## src/rtl/bm_rng_out_fifo.sv

```systemverilog
// bm_rng_out_fifo
// Pair-wide FIFO behind bm_rng. Each (x0, x1) pair is captured on the
// generator's valid strobe. Pairs are replayed as a 16-bit ready/valid
// stream, x0 first and then x1. The generator cannot be stalled, so a pair
// that arrives while the FIFO is full is dropped whole. The drop sets the
// sticky overflow flag.
// Optional feature: define BM_FIFO_DROP_CNT_EN to add a saturating 16-bit
// drop counter and its drop_cnt output port.
module bm_rng_out_fifo #(
  parameter int DEPTH = 16,
  parameter int AW    = 4
) (
  input  logic          clk,
  input  logic          reset,
  input  logic [15:0]   in_x0,
  input  logic [15:0]   in_x1,
  input  logic          in_valid,
  output logic [15:0]   out_data,
  output logic          out_valid,
  input  logic          out_ready,
  output logic          out_last,
  output logic [AW:0]   level,
  output logic          overflow,
`ifdef BM_FIFO_DROP_CNT_EN
  output logic [15:0]   drop_cnt,
`endif
  input  logic          clr_ovf
);

  // Serialiser phase: which half of the head pair is presented.
  typedef enum logic {
    HALF_X0 = 1'b0,
    HALF_X1 = 1'b1
  } half_t;

  localparam logic [AW:0] PTR_ONE = (AW+1)'(1);

  // Storage, packed as {x1, x0}. It is never reset, because it is only
  // observable while non-empty.
  logic [31:0] mem [DEPTH];

  logic [AW:0] wr_ptr_q, wr_ptr_d;
  logic [AW:0] rd_ptr_q, rd_ptr_d;
  half_t       half_q, half_d;
  logic        overflow_q, overflow_d;

  logic        empty;
  logic        full;
  logic        push;
  logic        drop;
  logic        xfer;
  logic        pop;
  logic [31:0] head_pair;

  // Pointer-derived status. The extra MSB separates full from empty.
  assign empty = (wr_ptr_q == rd_ptr_q);
  assign full  = (wr_ptr_q[AW] != rd_ptr_q[AW]) &&
                 (wr_ptr_q[AW-1:0] == rd_ptr_q[AW-1:0]);

  // full is taken from the registered pointers. A pop on the same edge
  // therefore cannot make room for an incoming pair.
  assign push = in_valid & ~full;
  assign drop = in_valid & full;
  assign xfer = ~empty & out_ready;
  assign pop  = xfer & (half_q == HALF_X1);

  assign head_pair = mem[rd_ptr_q[AW-1:0]];

  // The output stream depends only on registers and memory. There is no
  // path from out_ready to these outputs.
  assign out_valid = ~empty;
  assign out_data  = (half_q == HALF_X1) ? head_pair[31:16] : head_pair[15:0];
  assign out_last  = (half_q == HALF_X1) & ~empty;
  assign level     = wr_ptr_q - rd_ptr_q;
  assign overflow  = overflow_q;

  // Capture an accepted pair into the slot addressed by the write pointer.
  always_ff @(posedge clk) begin
    if (push) begin
      mem[wr_ptr_q[AW-1:0]] <= {in_x1, in_x0};
    end
  end

  // Next-state logic for the pointers, the serialiser phase and the sticky flag.
  always_comb begin
    wr_ptr_d   = wr_ptr_q;
    rd_ptr_d   = rd_ptr_q;
    half_d     = half_q;
    overflow_d = overflow_q;

    if (push) begin
      wr_ptr_d = wr_ptr_q + PTR_ONE;
    end

    if (xfer) begin
      case (half_q)
        HALF_X0: half_d = HALF_X1;
        HALF_X1: begin
          half_d   = HALF_X0;
          rd_ptr_d = rd_ptr_q + PTR_ONE;
        end
        default: half_d = HALF_X0;
      endcase
    end

    // If a drop and a clear occur in the same cycle, the drop wins.
    if (drop) begin
      overflow_d = 1'b1;
    end else if (clr_ovf) begin
      overflow_d = 1'b0;
    end
  end

  // State register. Reset is asynchronous and may arrive mid-transfer.
  always_ff @(posedge clk or posedge reset) begin
    if (reset) begin
      wr_ptr_q   <= '0;
      rd_ptr_q   <= '0;
      half_q     <= HALF_X0;
      overflow_q <= 1'b0;
    end else begin
      wr_ptr_q   <= wr_ptr_d;
      rd_ptr_q   <= rd_ptr_d;
      half_q     <= half_d;
      overflow_q <= overflow_d;
    end
  end

`ifdef BM_FIFO_DROP_CNT_EN
  logic [15:0] drop_cnt_q, drop_cnt_d;

  // Saturating drop count. A drop in a clearing cycle restarts the count at 1.
  always_comb begin
    drop_cnt_d = drop_cnt_q;
    if (drop) begin
      if (clr_ovf) begin
        drop_cnt_d = 16'd1;
      end else if (drop_cnt_q != 16'hFFFF) begin
        drop_cnt_d = drop_cnt_q + 16'd1;
      end
    end else if (clr_ovf) begin
      drop_cnt_d = 16'd0;
    end
  end

  // Drop counter register.
  always_ff @(posedge clk or posedge reset) begin
    if (reset) begin
      drop_cnt_q <= 16'd0;
    end else begin
      drop_cnt_q <= drop_cnt_d;
    end
  end

  assign drop_cnt = drop_cnt_q;
`endif

endmodule

```

## config.mk

```make
export PLATFORM = sky130hd
export DESIGN_NAME = bm_rng_out_fifo
export DESIGN_NICKNAME = d
export VERILOG_FILES = /design/src/rtl/bm_rng_out_fifo.sv
export SDC_FILE = /design/constraint.sdc
export NUM_CORES = 1
export LEC_CHECK = 0
export ABC_CLOCK_PERIOD_IN_PS = 6420
export BUFFER_PORTS_ARGS = -buffer_cell sky130_fd_sc_hd__clkbuf_2
export CAP_MARGIN = 25
export CORE_MARGIN = 10
export CORE_UTILIZATION = 30
export CTS_BUF_LIST = sky130_fd_sc_hd__clkbuf_4 sky130_fd_sc_hd__clkbuf_8
export DETAILED_ROUTE_END_ITERATION = 10
export HOLD_SLACK_MARGIN = 0.06
export PLACE_DENSITY = 0.49
export SLEW_MARGIN = 20
export SYNTH_ARGS = -nofsm -noshare
export SYNTH_HDL_FRONTEND = slang
export SYNTH_SLANG_ARGS = --single-unit
```

## constraint.sdc

```tcl
create_clock -name clk -period 6.42 [get_ports clk]
set_clock_uncertainty 0.1 [all_clocks]
set_input_delay 1.284 -clock clk [delete_from_list [all_inputs] [get_ports clk]]
set_output_delay 1.284 -clock clk [all_outputs]
set_load 0.01 [all_outputs]
```

== Yosys cells after proc, flatten, opt, wreduce, memory -nomap -nowiden ==
Memories as Yosys holds them, arrays and structs flattened.
Index checks and enable logic that the tools add are counted.

* Memories kept: 1
* Output and inout port bits: 24
* Bits of input ports: 37
* RAM bits: 512
* Logic and storage cells: 27
* Flip-flop bits (word level): 12

* Mux-type cells: 6
* Bitwise gates (word level): 7
* Reductions and logical operators: 3
* Equality and inequality tests: 3
* Add/sub/neg operators: 3

{| class="wikitable"
|+ Memories
! memory !! depth !! width !! rd ports !! clocked after memory_dff !! wr ports !! line !! RTL
|-
| mem || 16 || 32 || 1 || 0 || 1 || 40 || <nowiki>logic [31:0] mem [DEPTH];</nowiki>
|}

{| class="wikitable"
|+ Operators with widths
! cell !! count
|-
| 16-bit two-way mux || 1
|-
| 5-bit by 1-bit adder with 5-bit output, second input constant || 2
|-
| 5-bit equality test || 1
|-
| 5-bit subtractor || 1
|-
| 1-bit AND || 4
|-
| 4-bit equality test || 1
|-
| 1-bit two-way mux || 4
|-
| 1-bit NOT || 3
|-
| 1-bit one-hot mux with 2 select lines || 1
|-
| 2-bit AND reduction || 1
|-
| 2-bit nonzero test || 1
|-
| 1-bit logical AND || 1
|-
| 1-bit inequality test || 1
|}

== Longest topological paths before layout ==
* Depth after elaboration: 6
* Mapped depth: 10
* Depth with buffers taken out: 7

== Worst setup path after synthesis ==
No wires, ideal clock.

* Path kind: reg-to-reg
* Start point: register rd_ptr_q[2]
* End point: memory mem[3][0], enable pin
* Data required time: 5859 ps
* Arrival time: 4228 ps
* Setup slack: 1631 ps
* Stages on the path, launching flop included: 11
* Setup time: 461 ps
* Buffers on the path: 4
* Clock period less this slack: 4789 ps
* Cell sequence: dfrtp_1 > buf_2 > buf_6 > clkbuf_1 > inv_2 > ha_1 > nand4_1 > o21a_1 > clkbuf_1 > nand2_1 > nor3_1

* Longest elaborated chain between the ends: 6

{| class="wikitable"
|+ Ends and longest elaborated chain
! item !! line !! RTL
|-
| start: declaration || 43 || <nowiki>logic [AW:0] rd_ptr_q, rd_ptr_d;</nowiki>
|-
| start signal: assignment || 123 || <nowiki>rd_ptr_q <= rd_ptr_d;</nowiki>
|-
| 4-bit equality test || 58 || <nowiki>(wr_ptr_q[AW-1:0] == rd_ptr_q[AW-1:0]);</nowiki>
|-
| 1-bit logical AND || 57 || <nowiki>assign full = (wr_ptr_q[AW] != rd_ptr_q[AW]) &&</nowiki>
|-
| 1-bit NOT || 62 || <nowiki>assign push = in_valid & ~full;</nowiki>
|-
| 1-bit AND || 62 ||
|-
| 1-bit two-way mux || 79 || <nowiki>if (push) begin</nowiki>
|-
| 1-bit two-way mux (implied by the code) || 80 || <nowiki>mem[wr_ptr_q[AW-1:0]] <= {in_x1, in_x0};</nowiki>
|-
| end: declaration || 40 ||
|}

No other way between the ends.

== Worst setup path after layout ==
* Start point: register rd_ptr_q[2]
* End point: output out_data[3]

* Longest elaborated chain between the ends: 2

{| class="wikitable"
|+ Ends and longest elaborated chain
! item !! line !! RTL
|-
| memory read 16 x 32 bit || -- ||
|-
| 16-bit two-way mux || 72 || <nowiki>assign out_data = (half_q == HALF_X1) ? head_pair[31:16] : head_pair[15:0];</nowiki>
|-
| end: declaration || 18 || <nowiki>output logic [15:0] out_data,</nowiki>
|}

No other way between the ends.

==> flow_summary.toml <==
[place]
gp_congestion = 0.688
dp.cells = 1848
dp_slack_ns = 1.84
placement.io_buffers = 60
hpwl_microns = 28000

[critical_path]
end_kind = "output pin"
critPathKind = "flop to output pin"
crit_required_ns = 5.04
cp-start-kind = "flop"
cp_max_fo = 41
worst_ep_arrival_time_ns = 3.80

[floorplan]
core_sq_um = 67200
rows = 95
io_pins = 61
initial_core_util_pct = 30.2
die_x_microns = 280
die_area_sq_um = 78400
die_h_microns = 280

[clocking]
insertion_delay_ns = 0.65
clockBufferDepth = 3
cts.repair.resized = 0
path_clk_slew_ns = 0.05
cts_setup_buffers = 0
hold_buffers = 0
cts_htree_levels = 3
cts_buffers = 81
cts_root_buf = "clkbuf_8"
clkSinkCount = 524
cts_tree = "done"

[drt]
drtIter0Drc = 877
drtAntennaViolNets = 0
firstDrtPassIters = 5
vias = 9829
drc = 0
totalWireLength_microns = 51100
via_per_inst = 4.93
wl_per_cell_microns = 25.6

[layout]
drive_gt1_share_pct = 31.0
layout_commonest_cell = "edfxtp_1"
stdcell_count = 1994
final_cell_mix = "512 x edfxtp_1, 93 x mux4_2, 83 x clkbuf_8, 63 x mux2i_1, 60 x clkbuf_2"
final_core_util_pct = 34.7
final_nets = 1106
area_growth_pct = 14.8

[global_route]
grt_pass1_wl_microns = 74200
grt_pass1_vias = 10300
antenna_found_initial = 7
gr-usage-all-layers_pct = 13.1
grt_start_max_net_pins = 60
grt_overflow = 0

[synth]
synth_area_leaders = "edfxtp_1 76%, mux4_2 10%, mux2i_1 3.1%"
syn_area_sq_um = 20300
synth_top_flop_cell = "edfxtp_1"
synth_cells = 938
synth-async-reset-ratio_pct = 2.29
yosys_warnings = 0
yosysUniqueCellTypes = 46
synth_seq_cells = 524
ys_seq_area_share_pct = 77.3
synth_top_cell_by_area = "edfxtp_1"
synth-edff-count = 512
synth_nets = 985
synth_top_area_share_pct = 75.8
syn-mean-instance-area_sq_um = 21.6

[sta]
timing.final.ws_setup_ns = 1.23
slew_viol_final = 0
rsz0062_at_grt = "false"
worstMarginPinSlew_ns = 1.02
setup_violations = 0
post-route-period-util_pct = 80.8
fin_tns_setup_ns = 0
hold_viol_final = 0
fmax_ghz = 0.193
slew_headroom_pct = 31.9
min_period_ns = 5.19

[run]
drv_cap = 0

[min_path]
min_path_type = "flop to flop"

[pwr]
max-vdd-ir-drop_mv = 0.232
power_density_nw_per_um2 = 437
p_leak_nw = 7.47
power_mw = 10.2

[status]
status = "complete, no violations"
==> worst max-delay path, stage by stage (launching register included) <==
cell	delay [ns]
dfrtp_4	0.91
buf_4	0.63
nor2b_4	0.32
a22o_1	0.30
a2111oi_2	0.61
a21oi_1	0.11
clkbuf_2	0.17
==> metal layers <==
layer	share of wire [%]	up-vias	GRT usage, %
li1	-	4210	-
met4	2.2	8	4.56
met2	50	220	21.7
met1	43	5307	16.7
met3	5.0	84	2.84
met5	0.11	-	0
==> state kept, by name, summed over array words and instances, names as in the netlist <==
register and flops:
mem 512, rd_ptr_q 5, wr_ptr_q 5, half_q 1
overflow 1
==> worst paths after layout <==
kind                              from     endpoint  slack, ns  cells after the start
max                        rd_ptr_q[2]  out_data[3]       1.23                      6
min                        wr_ptr_q[4]  wr_ptr_q[4]       0.39                      1
max reg2reg                rd_ptr_q[1]   mem[4][18]       2.34                      8
min reg2reg                wr_ptr_q[4]  wr_ptr_q[4]       0.39                      1
max in group asynchronous        reset  rd_ptr_q[0]       5.31                      2
min in group asynchronous        reset  wr_ptr_q[2]       0.53                      2
==> metrics by stage <==
stage | hold WS, ns | cell area (sq um)
after floorplan | 0.366 | 20300
after global placement | 0.382 | 21700
after detailed placement | 0.387 | 21700
after CTS | 0.399 | 23300
after global routing | 0.441 | 23300
final | 0.393 | 23300
==> cells in the mapped netlist (7+ instances only) <==
library cell and n:
a21oi_1 33, nand2_1 9, mux2i_1 63, o22ai_1 15, buf_6 7, a2111oi_2 12, nor2_1 14, a22o_1 15
xnor2_1 12, dfrtp_1 12, clkbuf_1 22, o221ai_1 16, a22oi_1 17, edfxtp_1 512, mux4_2 93, buf_4 7
ha_1 9, inv_1 8, buf_2 10
==> report_power, final <==
group          switching [mW]  internal, mW
Combinational            1.83          1.29
Sequential              0.242          4.13
Clock                    1.25          1.45
Total                    3.33          6.86
==> cells by family (layout without fill, tap and decap cells) <==
logic type	count (synthesis)	count (layout)	synth area share, %
adder cells (fa/ha/maj)	10	10	0.654
AO/OA/AOI/OAI	120	120	4.62
XOR/XNOR	13	13	0.561
AND/OR/NAND/NOR	45	45	1.07
multiplexers	162	162	13.9
buffers and inverters	64	244	1.92
other	0	3	0
flip-flops	524	524	77.3
==> final cells by class <==
cell class	count	area [sq um]
Antenna cell	3	7.51
Clock buffer	113	1370
Clock inverter	29	176
Fill cell	6248	43900
Inverter	11	41.3
Multi-Input combinational cell	350	4350
Sequential cell	524	15700
Tap cell	873	1090
Timing Repair Buffer	91	578
Note: power is estimated with default switching activity, not from simulation.
